**src/rtl/herald_host_bridge.sv**
```systemverilog
// Byte-serial host bridge: collects a command byte plus operands from the 8-bit host pins,
// hands them to a compute engine over valid/ready, and streams the result back byte by byte.
module herald_host_bridge #(
    parameter int DATA_W      = 24,
    parameter int MAX_OPS     = 2,
    parameter int RES_W       = 72,
    parameter int TIMEOUT_CYC = 1024
) (
    input  logic                        clk,
    input  logic                        rst_n,
    input  logic [7:0]                  host_din,
    input  logic                        host_wr,
    input  logic                        host_rd,
    input  logic                        host_abort,
    output logic [7:0]                  host_dout,
    output logic                        host_busy,
    output logic                        host_avail,
    output logic                        host_err,
    output logic                        cmd_valid,
    input  logic                        cmd_ready,
    output logic [7:0]                  cmd_opcode,
    output logic [MAX_OPS*DATA_W-1:0]   cmd_operands,
    input  logic                        res_valid,
    output logic                        res_ready,
    input  logic [RES_W-1:0]            res_data,
    input  logic [7:0]                  res_bytes
);

    localparam int OB  = DATA_W / 8;
    localparam int RB  = RES_W / 8;
    localparam int BCW = (OB > 1) ? $clog2(OB) : 1;
    localparam int WDW = (TIMEOUT_CYC > 1) ? $clog2(TIMEOUT_CYC + 1) : 1;
    localparam logic [7:0] RB8  = 8'(RB);
    localparam logic [1:0] MAXN = 2'(MAX_OPS);
    localparam bit         WD_EN = (TIMEOUT_CYC != 0);

    typedef enum logic [2:0] {
        S_IDLE,
        S_OPERAND,
        S_ISSUE,
        S_WAIT_RES,
        S_DRAIN
    } state_t;

    state_t                      state_q, state_d;
    logic                        wr_q, rd_q;
    logic                        wr_edge, rd_edge;
    logic [7:0]                  opcode_q;
    logic [MAX_OPS*DATA_W-1:0]   operands_q;
    logic [BCW-1:0]              byte_cnt;
    logic [1:0]                  op_cnt;
    logic [WDW-1:0]              wd_cnt;
    logic [RES_W-1:0]            res_buf;
    logic [7:0]                  res_len;
    logic [7:0]                  rd_idx;
    logic                        err_q;
    logic [7:0]                  dout_q;

    logic [1:0]                  n_in;
    logic [1:0]                  n_cur;
    logic                        last_byte;
    logic                        last_op;
    logic                        wd_hit;
    logic [7:0]                  res_len_in;

    assign wr_edge    = host_wr & ~wr_q;
    assign rd_edge    = host_rd & ~rd_q;
    assign n_in       = host_din[7:6];
    assign n_cur      = opcode_q[7:6];
    assign last_byte  = (byte_cnt == BCW'(OB - 1));
    assign last_op    = (op_cnt == n_cur - 2'd1);
    assign wd_hit     = WD_EN && (wd_cnt == WDW'(TIMEOUT_CYC - 1));
    assign res_len_in = (res_bytes > RB8) ? RB8 : res_bytes;

    assign cmd_opcode   = opcode_q;
    assign cmd_operands = operands_q;
    assign host_dout    = dout_q;
    assign host_err     = err_q;

    always_ff @(posedge clk or negedge rst_n) begin
        if (!rst_n) state_q <= S_IDLE;
        else        state_q <= state_d;
    end

    // Abort masks the handshakes combinationally so the engine never sees a
    // transfer that the bridge is about to discard.
    always_comb begin
        state_d    = state_q;
        cmd_valid  = 1'b0;
        res_ready  = 1'b0;
        host_busy  = 1'b0;
        host_avail = 1'b0;
        case (state_q)
            S_IDLE: begin
                if (wr_edge && n_in <= MAXN)
                    state_d = (n_in == 2'd0) ? S_ISSUE : S_OPERAND;
            end
            S_OPERAND: begin
                if (wr_edge && last_byte && last_op) state_d = S_ISSUE;
            end
            S_ISSUE: begin
                cmd_valid = 1'b1;
                host_busy = 1'b1;
                if (cmd_ready)   state_d = S_WAIT_RES;
                else if (wd_hit) state_d = S_IDLE;
            end
            S_WAIT_RES: begin
                res_ready = 1'b1;
                host_busy = 1'b1;
                if (res_valid)   state_d = (res_len_in == 8'd0) ? S_IDLE : S_DRAIN;
                else if (wd_hit) state_d = S_IDLE;
            end
            S_DRAIN: begin
                host_avail = 1'b1;
                if (rd_edge && rd_idx == res_len - 8'd1) state_d = S_IDLE;
            end
            default: state_d = S_IDLE;
        endcase
        if (host_abort) begin
            state_d   = S_IDLE;
            cmd_valid = 1'b0;
            res_ready = 1'b0;
        end
    end

    always_ff @(posedge clk or negedge rst_n) begin
        if (!rst_n) begin
            wr_q       <= 1'b0;
            rd_q       <= 1'b0;
            opcode_q   <= '0;
            operands_q <= '0;
            byte_cnt   <= '0;
            op_cnt     <= '0;
            wd_cnt     <= '0;
            res_buf    <= '0;
            res_len    <= '0;
            rd_idx     <= '0;
            err_q      <= 1'b0;
            dout_q     <= '0;
        end else begin
            wr_q <= host_wr;
            rd_q <= host_rd;
            if (host_abort) begin
                byte_cnt <= '0;
                op_cnt   <= '0;
                wd_cnt   <= '0;
                rd_idx   <= '0;
            end else begin
                case (state_q)
                    S_IDLE: begin
                        if (wr_edge) begin
                            opcode_q   <= host_din;
                            operands_q <= '0;
                            err_q      <= (n_in > MAXN);
                            byte_cnt   <= '0;
                            op_cnt     <= '0;
                            wd_cnt     <= '0;
                        end
                    end
                    S_OPERAND: begin
                        if (wr_edge) begin
                            for (int k = 0; k < MAX_OPS; k++)
                                for (int j = 0; j < OB; j++)
                                    if (op_cnt == 2'(k) && byte_cnt == BCW'(j))
                                        operands_q[k*DATA_W + 8*j +: 8] <= host_din;
                            if (last_byte) begin
                                byte_cnt <= '0;
                                op_cnt   <= op_cnt + 2'd1;
                            end else begin
                                byte_cnt <= byte_cnt + 1'b1;
                            end
                        end
                    end
                    S_ISSUE: begin
                        wd_cnt <= wd_cnt + 1'b1;
                        if (!cmd_ready && wd_hit) err_q <= 1'b1;
                    end
                    S_WAIT_RES: begin
                        wd_cnt <= wd_cnt + 1'b1;
                        if (res_valid) begin
                            res_buf <= res_data;
                            res_len <= res_len_in;
                            rd_idx  <= '0;
                        end else if (wd_hit) begin
                            err_q <= 1'b1;
                        end
                    end
                    S_DRAIN: begin
                        // Result is kept as a shift register; byte 0 is always at the bottom.
                        if (rd_edge) begin
                            dout_q  <= res_buf[7:0];
                            res_buf <= res_buf >> 8;
                            rd_idx  <= rd_idx + 8'd1;
                        end
                    end
                    default: ;
                endcase
            end
        end
    end

endmodule

```
**config.mk**
```make
export PLATFORM = sky130hd
export DESIGN_NAME = herald_host_bridge
export DESIGN_NICKNAME = d
export VERILOG_FILES = /design/src/rtl/herald_host_bridge.sv
export SDC_FILE = /design/constraint.sdc
export NUM_CORES = 1
export LEC_CHECK = 0
export BUFFER_PORTS_ARGS = -buffer_cell sky130_fd_sc_hd__buf_2
export CORE_MARGIN = 5
export CORE_UTILIZATION = 55
export CTS_CLUSTER_SIZE = 28
export DETAILED_ROUTE_END_ITERATION = 6
export GPL_TIMING_DRIVEN = 1
export HOLD_SLACK_MARGIN = 0.06
export PLACE_DENSITY = 0.89
export SLEW_MARGIN = 10
export SYNTH_ARGS = -nofsm -noshare
export SYNTH_HDL_FRONTEND = slang
export SYNTH_SLANG_ARGS = --single-unit
export TNS_END_PERCENT = 50
```
**constraint.sdc**
```tcl
create_clock -name clk -period 2.85 [get_ports clk]
set_clock_uncertainty 0.1 [all_clocks]
set_input_delay 0.4275 -clock clk [delete_from_list [all_inputs] [get_ports clk]]
set_output_delay 0.4275 -clock clk [all_outputs]
set_load 0.01 [all_outputs]
```
==> impl_metrics.json <==
{
  "max_slew.worst_pin.slew_ns": 0.694,
  "critical_path.endpoint_type": "output port",
  "hold_class": "primary input to register",
  "gp_congestion": 0.842,
  "synth-edff-count": 0,
  "fin_crit_sh": 0.876,
  "grt_pass1_vias": 6104,
  "maxSlewHeadroom": 0.537,
  "first_pass_iters": 5,
  "fin_util": 0.677,
  "pin_count": 164,
  "cts.path.max_buffers": 2,
  "grt_pass1_wl_mm": 29.7,
  "drive_above_1_share": 0.296,
  "numPortBuffers": 163,
  "multi_input_area_mm2": 0.00328,
  "synth.ff_latch_count": 173,
  "critPathTopFamily": "buffers and inverters",
  "fill_cells": 1048,
  "slew_viol_final": 0,
  "synthArstFlopShare": 1.00,
  "synth_top_area_cell": "dfrtp_1",
  "die_w_um": 129,
  "rsz0062_at_grt": "false",
  "cts.sinks": 173,
  "htreeDepth": 4,
  "hold_viol_final": 0,
  "clk_latency_ns": 0.43,
  "path_buf_inv": 3,
  "vias_per_cell": 5.54,
  "status": "complete, no violations",
  "setup_violations": 0,
  "ys_types": 51,
  "wl_mm": 18.3,
  "maxCapViolCount": 0,
  "cp_max_fo": 29,
  "yosysSeqAreaShare": 0.554,
  "cts_tree": "built",
  "vias": 6257,
  "p_leak_uw": 0.00477,
  "vdd_drop_max_mv": 0.422,
  "cts_buffers": 17,
  "hpwl_mm": 12.7,
  "nets": 1036,
  "synth.area.top_cells": "dfrtp_1, mux2_2, nand2_1",
  "drc": 0,
  "cp_cell_sequence": "or3b_4, inv_2, buf_4, buf_2",
  "syn_nets": 881,
  "ys.flop_type": "dfrtp_1",
  "slowest_stage": "dfrtp_1",
  "synth-warning-count": 0,
  "register_area_mm2": 0.00433,
  "antenna_found_initial": 0,
  "syn2layout_area_growth_pct": 20.6,
  "worstSetupPathType": "register to output port",
  "max_stage_delay_ns": 0.48,
  "grt_overflow": 0,
  "syn_avg_cell_area_um2": 10.0,
  "arrival_ns": 1.97,
  "worst_setup_path_start_kind": "register",
  "die-area_mm2": 0.0167,
  "fp.coreArea_mm2": 0.0139,
  "ant_nets": 0,
  "power_density_mw_per_mm2": 609,
  "cts-root-buf": "clkbuf_16",
  "antenna_cells": 0,
  "initial_core_util": 0.561,
  "syn_inst": 781,
  "grt_usage": 0.223,
  "max_freq_mhz": 400,
  "crit_required_ns": 2.32,
  "setup_tns_ns": 0,
  "synth_area_mm2": 0.00782,
  "wire_per_inst_um": 16.2,
  "period_needed_ns": 2.50,
  "die_h_um": 129,
  "clk_pin_slew_ns": 0.07,
  "yosysTopAreaCellShare": 0.554,
  "grt_max_degree": 129,
  "drt_iter0_markers": 450,
  "rows": 43,
  "hold_ws_ns": 0.120
}
## cells in the final DEF (no fill, tap or decap), types with 6 or more instances in the layout
| master | count |
|---|---|
| a31oi_1 | 76 |
| and2_1 | 9 |
| nand3_1 | 15 |
| a21oi_2 | 6 |
| clkbuf_16 | 17 |
| buf_4 | 8 |
| nor2b_1 | 13 |
| nor2_1 | 89 |
| xnor2_1 | 11 |
| o21ai_0 | 27 |
| buf_2 | 162 |
| mux2_2 | 64 |
| nor3_1 | 10 |
| dfrtp_1 | 173 |
| nand2_1 | 173 |
| inv_1 | 8 |
| a21oi_1 | 6 |
## per-stage QoR
step,instance area [um2],std cells,setup slack [ns],power [uW]
after floorplan,7820,781,0.858,3150
after global placement,8810,1094,0.614,3440
after detailed placement,8810,1094,0.560,3480
after CTS,9430,1129,0.344,5790
after global routing,9430,1129,0.264,5980
final,9430,1129,0.353,5740
## cell families after synthesis
| logic type | count (synthesis) | synth area share |
|---|---|---|
| adders and majority gates | 5 | 0.00800 |
| buffers and inverters | 50 | 0.0283 |
| DFF | 173 | 0.554 |
| xor gates and xnor gates | 14 | 0.0157 |
| AOI/OAI and AO/OA | 133 | 0.107 |
| and+or+nand+nor | 338 | 0.189 |
| muxes | 68 | 0.0973 |
## timing repair
item | in CTS | in global routing
buffers inserted | 0 | 0
endpoints found under the hold margin | 55 | 0
hold buffers | 3 | 0
gates resized for setup | 0 | 0
setup endpoints to repair | 0 | 0
## state kept, by name, indices dropped and copies added (netlist names), 2 cells and up
name	flops
rd_idx	8
res_len	8
op_cnt	2
cmd_operands	48
res_buf	72
cmd_opcode	8
byte_cnt	2
host_dout	8
wd_cnt	11
state_q	3
## worst paths after layout
| kind | from | to | slack (ns) | cells past startpoint |
|---|---|---|---|---|
| worst max-delay path | state_q[0]$_DFFE_PN0P_ | host_avail | 0.35 | 4 |
| worst min-delay path | res_data[66] | res_buf[66]$_DFFE_PN0P_ | 0.12 | 3 |
| worst max register to register | state_q[0]$_DFFE_PN0P_ | res_buf[27]$_DFFE_PN0P_ | 0.58 | 6 |
| worst min register to register | res_buf[69]$_DFFE_PN0P_ | res_buf[69]$_DFFE_PN0P_ | 0.37 | 2 |
| max in group asynchronous | rst_n | res_buf[59]$_DFFE_PN0P_ | 1.46 | 3 |
| min in group asynchronous | rst_n | wd_cnt[7]$_DFFE_PN0P_ | 0.44 | 2 |
## per-layer routing
layer,track usage,part of all wire
met2,0.359,0.48
met5,0,0
met4,0.0945,0.030
met3,0.0482,0.060
met1,0.296,0.43
## synthesized netlist by cell type, drive strengths merged, types with 3 or more instances
cell type  number
clkbuf         23
a21oi          12
nand3          16
nor3           10
o21ai          28
xnor2          11
mux2i           4
nand4           5
xor2            3
nand2         173
nor2           90
ha              5
inv             9
dfrtp         173
nor3b           3
or4             4
a31oi          76
mux2           64
and3            3
and2            9
nor2b          13
buf            18
## tightest hold or removal path, cell delays in order
cell	delay, ns
buf_2	0.07
nand3_1	0.05
nand2_1	0.06
## report_power, final
part / internal [uW] / switching (uW)
logic: 305 / 346
clock network: 1310 / 995
registers: 2660 / 123
total: 4280 / 1470
## final cells by class
| class | count | share of cell area |
|---|---|---|
| clock buffers | 18 | 0.0455 |
| inverters | 9 | 0.00358 |
| repair buffers | 177 | 0.103 |
| well taps | 180 | 0.0239 |
| flip-flops and latches | 173 | 0.459 |
| multi-input cells | 558 | 0.348 |
| clock inverters | 14 | 0.0171 |
Power figures use the tool's default switching activity.
